File: src/rtl/n64_poll_scheduler.sv
// n64_poll_scheduler: APB3-controlled scheduler that periodically commands the
// N64 controller interface engine to poll, latches the returned button/stick
// word, and flags engine timeouts.
// Optional build macro: N64_CHANGE_IRQ_EN adds a STATUS.change flag, which is
// set when a new sample differs from the previous one, plus CTRL.irq_en and
// the irq output.
// The tick counter holds the number of PCLK cycles since the last poll_start
// pulse. That pulse is registered, so it is high in the cycle where cnt == 0.
module n64_poll_scheduler #(
  parameter int TICKS_PER_MICRO = 25,
  parameter int POLL_PERIOD_US  = 1000,
  parameter int TIMEOUT_US      = 200
) (
  input  logic        PCLK,
  input  logic        PRESERN,
  input  logic        PSEL,
  input  logic        PENABLE,
  input  logic        PWRITE,
  input  logic [31:0] PADDR,
  input  logic [31:0] PWDATA,
  output logic [31:0] PRDATA,
  output logic        PREADY,
  output logic        PSLVERR,
  output logic        poll_start,
  input  logic        poll_busy,
  input  logic        poll_done,
  input  logic [31:0] poll_data,
  output logic        irq
);

  localparam logic [1:0] S_IDLE  = 2'd0;
  localparam logic [1:0] S_START = 2'd1;
  localparam logic [1:0] S_WAIT  = 2'd2;
  localparam logic [1:0] S_GAP   = 2'd3;

  localparam logic [31:0] TPM     = 32'(TICKS_PER_MICRO);
  // The last counter value at which a response is still accepted. The flag
  // becomes visible exactly TIMEOUT_US*TICKS_PER_MICRO cycles after poll_start.
  localparam logic [31:0] TO_LAST = 32'(TIMEOUT_US * TICKS_PER_MICRO - 1);

  logic [1:0]  state;
  logic [31:0] cnt;
  logic [31:0] data_q;
  logic [15:0] period_q;
  logic        ctrl_en;
  logic        trig_q;
  logic        sts_to;
  logic        poll_start_q;
  logic        irq_en;
  logic        sts_chg;

  logic        wr;
  logic        wr_ctrl;
  logic        wr_sts;
  logic        wr_per;
  logic [15:0] per_eff;
  logic [31:0] gap_ticks;
  logic        gap_hit;
  logic        to_hit;
  logic        latch;
  logic        to_set;

  assign PREADY     = 1'b1;
  assign PSLVERR    = 1'b0;
  assign poll_start = poll_start_q;

  assign wr      = PSEL & PENABLE & PWRITE;
  assign wr_ctrl = wr & (PADDR[3:2] == 2'd0);
  assign wr_sts  = wr & (PADDR[3:2] == 2'd1);
  assign wr_per  = wr & (PADDR[3:2] == 2'd3);

  // A PERIOD of zero behaves like a PERIOD of one. The GAP state exits two
  // ticks early because of the START cycle and the registered poll_start, so
  // poll_start pulses are spaced exactly gap_ticks apart.
  assign per_eff   = (period_q == 16'd0) ? 16'd1 : period_q;
  assign gap_ticks = 32'(per_eff) * TPM;
  assign gap_hit   = ({1'b0, cnt} + 33'd2) >= {1'b0, gap_ticks};
  assign to_hit    = cnt >= TO_LAST;
  // A response that arrives in the timeout cycle still counts as a response.
  assign latch     = (state == S_WAIT) & poll_done;
  assign to_set    = (state == S_WAIT) & ~poll_done & to_hit;

  // CTRL, PERIOD and the sticky timeout flag. A flag that is set and cleared
  // in the same cycle stays set.
  always_ff @(posedge PCLK or negedge PRESERN) begin
    if (!PRESERN) begin
      ctrl_en  <= 1'b0;
      trig_q   <= 1'b0;
      period_q <= 16'(POLL_PERIOD_US);
      sts_to   <= 1'b0;
    end else begin
      if (wr_ctrl) ctrl_en <= PWDATA[0];
      trig_q <= wr_ctrl & PWDATA[1];
      if (wr_per) period_q <= PWDATA[15:0];
      sts_to <= to_set | (sts_to & ~(wr_sts & PWDATA[1]));
    end
  end

  // Poll sequencer: issue the request, wait for the response or a timeout,
  // then hold until the period elapses.
  always_ff @(posedge PCLK or negedge PRESERN) begin
    if (!PRESERN) begin
      state        <= S_IDLE;
      cnt          <= 32'd0;
      data_q       <= 32'd0;
      poll_start_q <= 1'b0;
    end else begin
      poll_start_q <= 1'b0;
      case (state)
        S_IDLE: begin
          if (ctrl_en | trig_q) state <= S_START;
        end
        S_START: begin
          if (!poll_busy) begin
            poll_start_q <= 1'b1;
            cnt          <= 32'd0;
            state        <= S_WAIT;
          end
        end
        S_WAIT: begin
          cnt <= cnt + 32'd1;
          if (poll_done) begin
            data_q <= poll_data;
            state  <= S_GAP;
          end else if (to_hit) begin
            state  <= S_GAP;
          end
        end
        S_GAP: begin
          cnt <= cnt + 32'd1;
          if (gap_hit) state <= ctrl_en ? S_START : S_IDLE;
        end
        default: state <= S_IDLE;
      endcase
    end
  end

`ifdef N64_CHANGE_IRQ_EN
  logic irq_en_q;
  logic chg_q;
  logic have_data;

  // Change detection. The first sample after reset becomes the baseline and
  // does not raise a change.
  always_ff @(posedge PCLK or negedge PRESERN) begin
    if (!PRESERN) begin
      irq_en_q  <= 1'b0;
      chg_q     <= 1'b0;
      have_data <= 1'b0;
    end else begin
      if (wr_ctrl) irq_en_q <= PWDATA[2];
      if (latch) have_data <= 1'b1;
      chg_q <= (latch & have_data & (poll_data != data_q))
             | (chg_q & ~(wr_sts & PWDATA[2]));
    end
  end

  assign irq_en  = irq_en_q;
  assign sts_chg = chg_q;
  assign irq     = (chg_q | sts_to) & irq_en_q;
`else
  logic unused_cfg;
  assign unused_cfg = PWDATA[2] ^ latch;
  assign irq_en  = 1'b0;
  assign sts_chg = 1'b0;
  assign irq     = 1'b0;
`endif

  logic unused_addr;
  assign unused_addr = ^{PADDR[31:4], PADDR[1:0], PWDATA[31:16]};

  // Combinational read mux. It drives zero whenever the bus is not selected.
  always_comb begin
    PRDATA = 32'd0;
    if (PSEL) begin
      case (PADDR[3:2])
        2'd0:    PRDATA = {29'd0, irq_en, 1'b0, ctrl_en};
        2'd1:    PRDATA = {29'd0, sts_chg, sts_to, (state != S_IDLE)};
        2'd2:    PRDATA = data_q;
        2'd3:    PRDATA = {16'd0, period_q};
        default: PRDATA = 32'd0;
      endcase
    end
  end

endmodule

File: config.mk
export PLATFORM = sky130hd
export DESIGN_NAME = n64_poll_scheduler
export DESIGN_NICKNAME = d
export VERILOG_FILES = /design/src/rtl/n64_poll_scheduler.sv
export SDC_FILE = /design/constraint.sdc
export NUM_CORES = 1
export LEC_CHECK = 0
export CAP_MARGIN = 20
export CORE_UTILIZATION = 35
export DETAILED_ROUTE_END_ITERATION = 10
export PLACE_DENSITY_LB_ADDON = 0.05
export SETUP_SLACK_MARGIN = 0.05
export SYNTH_ARGS = -nofsm -noshare
export SYNTH_HDL_FRONTEND = slang
export SYNTH_SLANG_ARGS = --single-unit
File: constraint.sdc
create_clock -name PCLK -period 18.7 [get_ports PCLK]
set_input_delay 2.805 -clock PCLK [delete_from_list [all_inputs] [get_ports PCLK]]
set_output_delay 2.805 -clock PCLK [all_outputs]
set_load 0.01 [all_outputs]
==> flow_summary.ini <==
[status]
status = completed

[drt]
wl_per_cell_um = 16.5
wirelength_mm = 17.8
drt_first_pass_iters = 5
wl_met1_mm = 8.10
via_per_inst = 5.19
dr_wl_met3_um = 612
highest_layer = met4
dr.first_iter.drc_count = 248
drcViolationCount = 0
vias = 5580
ant_nets = 0
dr_wl_met2_mm = 8.81

[sta]
fin_crit_ps = 7710
max_freq_ghz = 0.130
finalHoldViolations = 0
slew_headroom_pct = 40.1
final_max_slew_viol_count = 0
finClkSkew_ps = 11.2
setup-violations-final = 0
tns_ps = 0
period_share_pct = 41.3
rsz0062_at_grt = no
worst_pin_slew_ps = 899

[hold_path]
hold_start = data_q[21]
hold_depth = 1
whs_endpoint = data_q[21]
min_path_type = reg -> reg

[power_and_ir_drop]
p_leak_nw = 3.68
peakVddDrop_mv = 0.101
p_per_area_nw_per_um2 = 139

[logic_synthesis]
synth.distinct_cells = 62
ys_warn_count = 0
synthFlopType = dfrtp_1
syn_inst = 743
yosysSeqAreaShare_pct = 31.1
syn_area_um2 = 6950
ys_ff_latch = 86
synth_area_per_cell_um2 = 9.35
synth_top_area_cell = dfrtp_1
synthTopCellsByArea = dfrtp_1 (29%), ha_1 (15%), mux2_2 (5.7%)
synth_edf_count = 0
async_reset_ff_share_pct = 100
synth.top_cell.area_share_pct = 28.8

[cts]
cts_root_buf = clkbuf_16
cts_max_level = 3
clock_path_buffers = 2
cts_inserted_buffers = 9
postCtsSetupRepairBufs = 0
ctsResizeCount = 0
cts_tree = done
cts_num_sinks = 86
postCtsHoldBufs = 0
cts.reportedPaths.clkPinSlew_ps = 70
clk_latency_ps = 360

[global_routing]
grt_max_degree = 62
antenna_found_initial = 0
grtUsageTotal_pct = 18.4
grt_pass1_wl_mm = 29.3
gr-total-overflow = 0
grt_pass1_vias = 5745

[finish]
fin_nets = 1004
drive_above_1_share_pct = 10.2
area_growth_pct = 19.5
diodes = 0
utilization_pct = 42.6

[setup_path]
cp.arrival_ps = 4910
path_cells = clkdlybuf4s50_1 -> nand2_1 -> nor2_2 -> buf_6 -> a22o_1 -> clkdlybuf4s50_1
r2r_end = state[1]
critPathLaunchType = primary input
r2r_cells = 28
cpMaxStageDelayCell = clkdlybuf4s50_1
cp.required_ps = 15890
max_stage_delay_ps = 570
rrSetupSlack_ps = 11130
cp-end-kind = primary output
cp_max_fo = 17
path_common_cell = clkdlybuf4s50_1
r2r_start = period_q[14]
worst-setup-path-type = in -> out

[run]
max_cap_viol_count = 0

[die]
core-area_um2 = 19500
initial_utilization_pct = 35.7
die_area_um2 = 20400
rows = 51
chipHeight_um = 143
boundaryPins = 139
die_x_um = 143

[placement]
numPortBuffers = 89
place_congestion = 0.892
dp_hpwl_mm = 14.0
[per-stage QoR]
stage                     instance area, µm²  setup WS [ps]  power [W]  hold slack, ps  instances
after CTS                               8290          10680    0.00117             501       1075
after detailed placement                7990          10670   0.000974             484       1059
after floorplan                         6950          12280   0.000782             463        744
final                                   8300          10990    0.00115             495       1076
after global routing                    8300          10610    0.00126             519       1076
after global placement                  7990          10720   0.000960             477       1059
[cells in the final DEF, fill, tap and decap left out, types with 5 or more instances in the layout]
master / netlist / routed
nand4_1: 21 / 21
xor2_1: 35 / 35
nor2_1: 58 / 57
a21oi_1: 21 / 21
mux2_2: 35 / 35
buf_4: 11 / 5
clkdlybuf4s50_1: 0 / 88
nand2_1: 50 / 50
and2_1: 22 / 22
nand3_1: 27 / 27
nand2b_1: 5 / 5
xnor2_1: 24 / 24
dfrtp_1: 80 / 80
dfstp_2: 6 / 6
clkbuf_16: 0 / 9
and3_1: 15 / 15
or4_1: 5 / 5
o21ai_0: 36 / 36
a22o_1: 14 / 14
fa_1: 11 / 11
nor4_1: 13 / 13
inv_1: 36 / 36
or3_1: 18 / 18
ha_1: 84 / 84
nor3_1: 17 / 16
nor2b_1: 6 / 6
[report_power, final]
part	internal (W)	switching (W)
registers	0.000238	0.0000315
clock network	0.000105	0.0000819
logic	0.000315	0.000378
[per-layer routing]
| layer | vias to the layer above | track usage [%] |
|---|---|---|
| met1 | 2718 | 23.7 |
| li1 | 2749 | - |
| met5 | - | 0 |
| met4 | 0 | 6.11 |
| met3 | 19 | 3.09 |
| met2 | 94 | 31.3 |
[critical path, delay by kind of cell]
family	cells	cell delay [ps]
simple gates	2	560
compound gates	1	160
buf+inv	3	1370
[cell type report]
cell class	instances	area [µm²]
fillers	1936	11200
flip-flops and latches	86	2160
well taps	265	332
multi-input cells	579	4440
repair buffers	94	930
inverters	36	135
clock buffers	10	229
clock inverters	6	68.8
[sequential cells by signal, indices dropped and copies added, names as in the netlist]
| register | cells |
|---|---|
| poll_start | 1 |
| data_q | 32 |
| ctrl_en | 1 |
| trig_q | 1 |
| period_q | 16 |
| cnt | 32 |
| sts_to | 1 |
| state | 2 |
[cells in the mapped netlist, types with 4 or more instances]
| library cell | instances |
|---|---|
| a31oi_1 | 4 |
| nand4_1 | 21 |
| clkbuf_1 | 20 |
| or3_1 | 18 |
| fa_1 | 11 |
| a21oi_1 | 21 |
| ha_1 | 84 |
| buf_2 | 7 |
| and3_1 | 15 |
| nand2_1 | 50 |
| xnor2_1 | 24 |
| nor4_1 | 13 |
| dfrtp_1 | 80 |
| or4_1 | 5 |
| o21ai_0 | 36 |
| xor2_1 | 35 |
| nor3_1 | 17 |
| a21o_1 | 4 |
| nor2_1 | 58 |
| dfstp_2 | 6 |
| a22o_1 | 14 |
| nand2b_1 | 5 |
| buf_4 | 11 |
| buf_1 | 4 |
| a211o_1 | 4 |
| o31ai_1 | 4 |
| nand3_1 | 27 |
| mux2_2 | 35 |
| inv_1 | 36 |
| nor2b_1 | 6 |
| and2_1 | 22 |
[how the worst max path moves through the flow]
stage                 start  depth (start not counted)  slack (ps)          to
6_report           PADDR[3]                          6       10990   PRDATA[8]
2_1_floorplan      PADDR[2]                          4       12280  PRDATA[10]
5_1_grt        period_q[14]                         28       10610    state[1]
3_3_place_gp       PADDR[3]                          5       10720   PRDATA[2]
3_5_place_dp       PADDR[3]                          5       10670   PRDATA[8]
4_1_cts            PADDR[3]                          5       10680   PRDATA[8]
[kinds of logic (layout without fill, tap and decap cells)]
group | count (synthesis) | count (layout) | synth area share (%)
compound gates | 108 | 108 | 10.4
xor+xnor | 59 | 59 | 7.44
fa+ha+maj | 95 | 95 | 18.3
buf+inv | 79 | 146 | 5.10
flops | 86 | 86 | 31.1
mux | 38 | 38 | 6.36
other cells | 2 | 3 | 0.108
simple gates | 276 | 276 | 21.2
No activity file was read; power rests on OpenSTA's default activity.
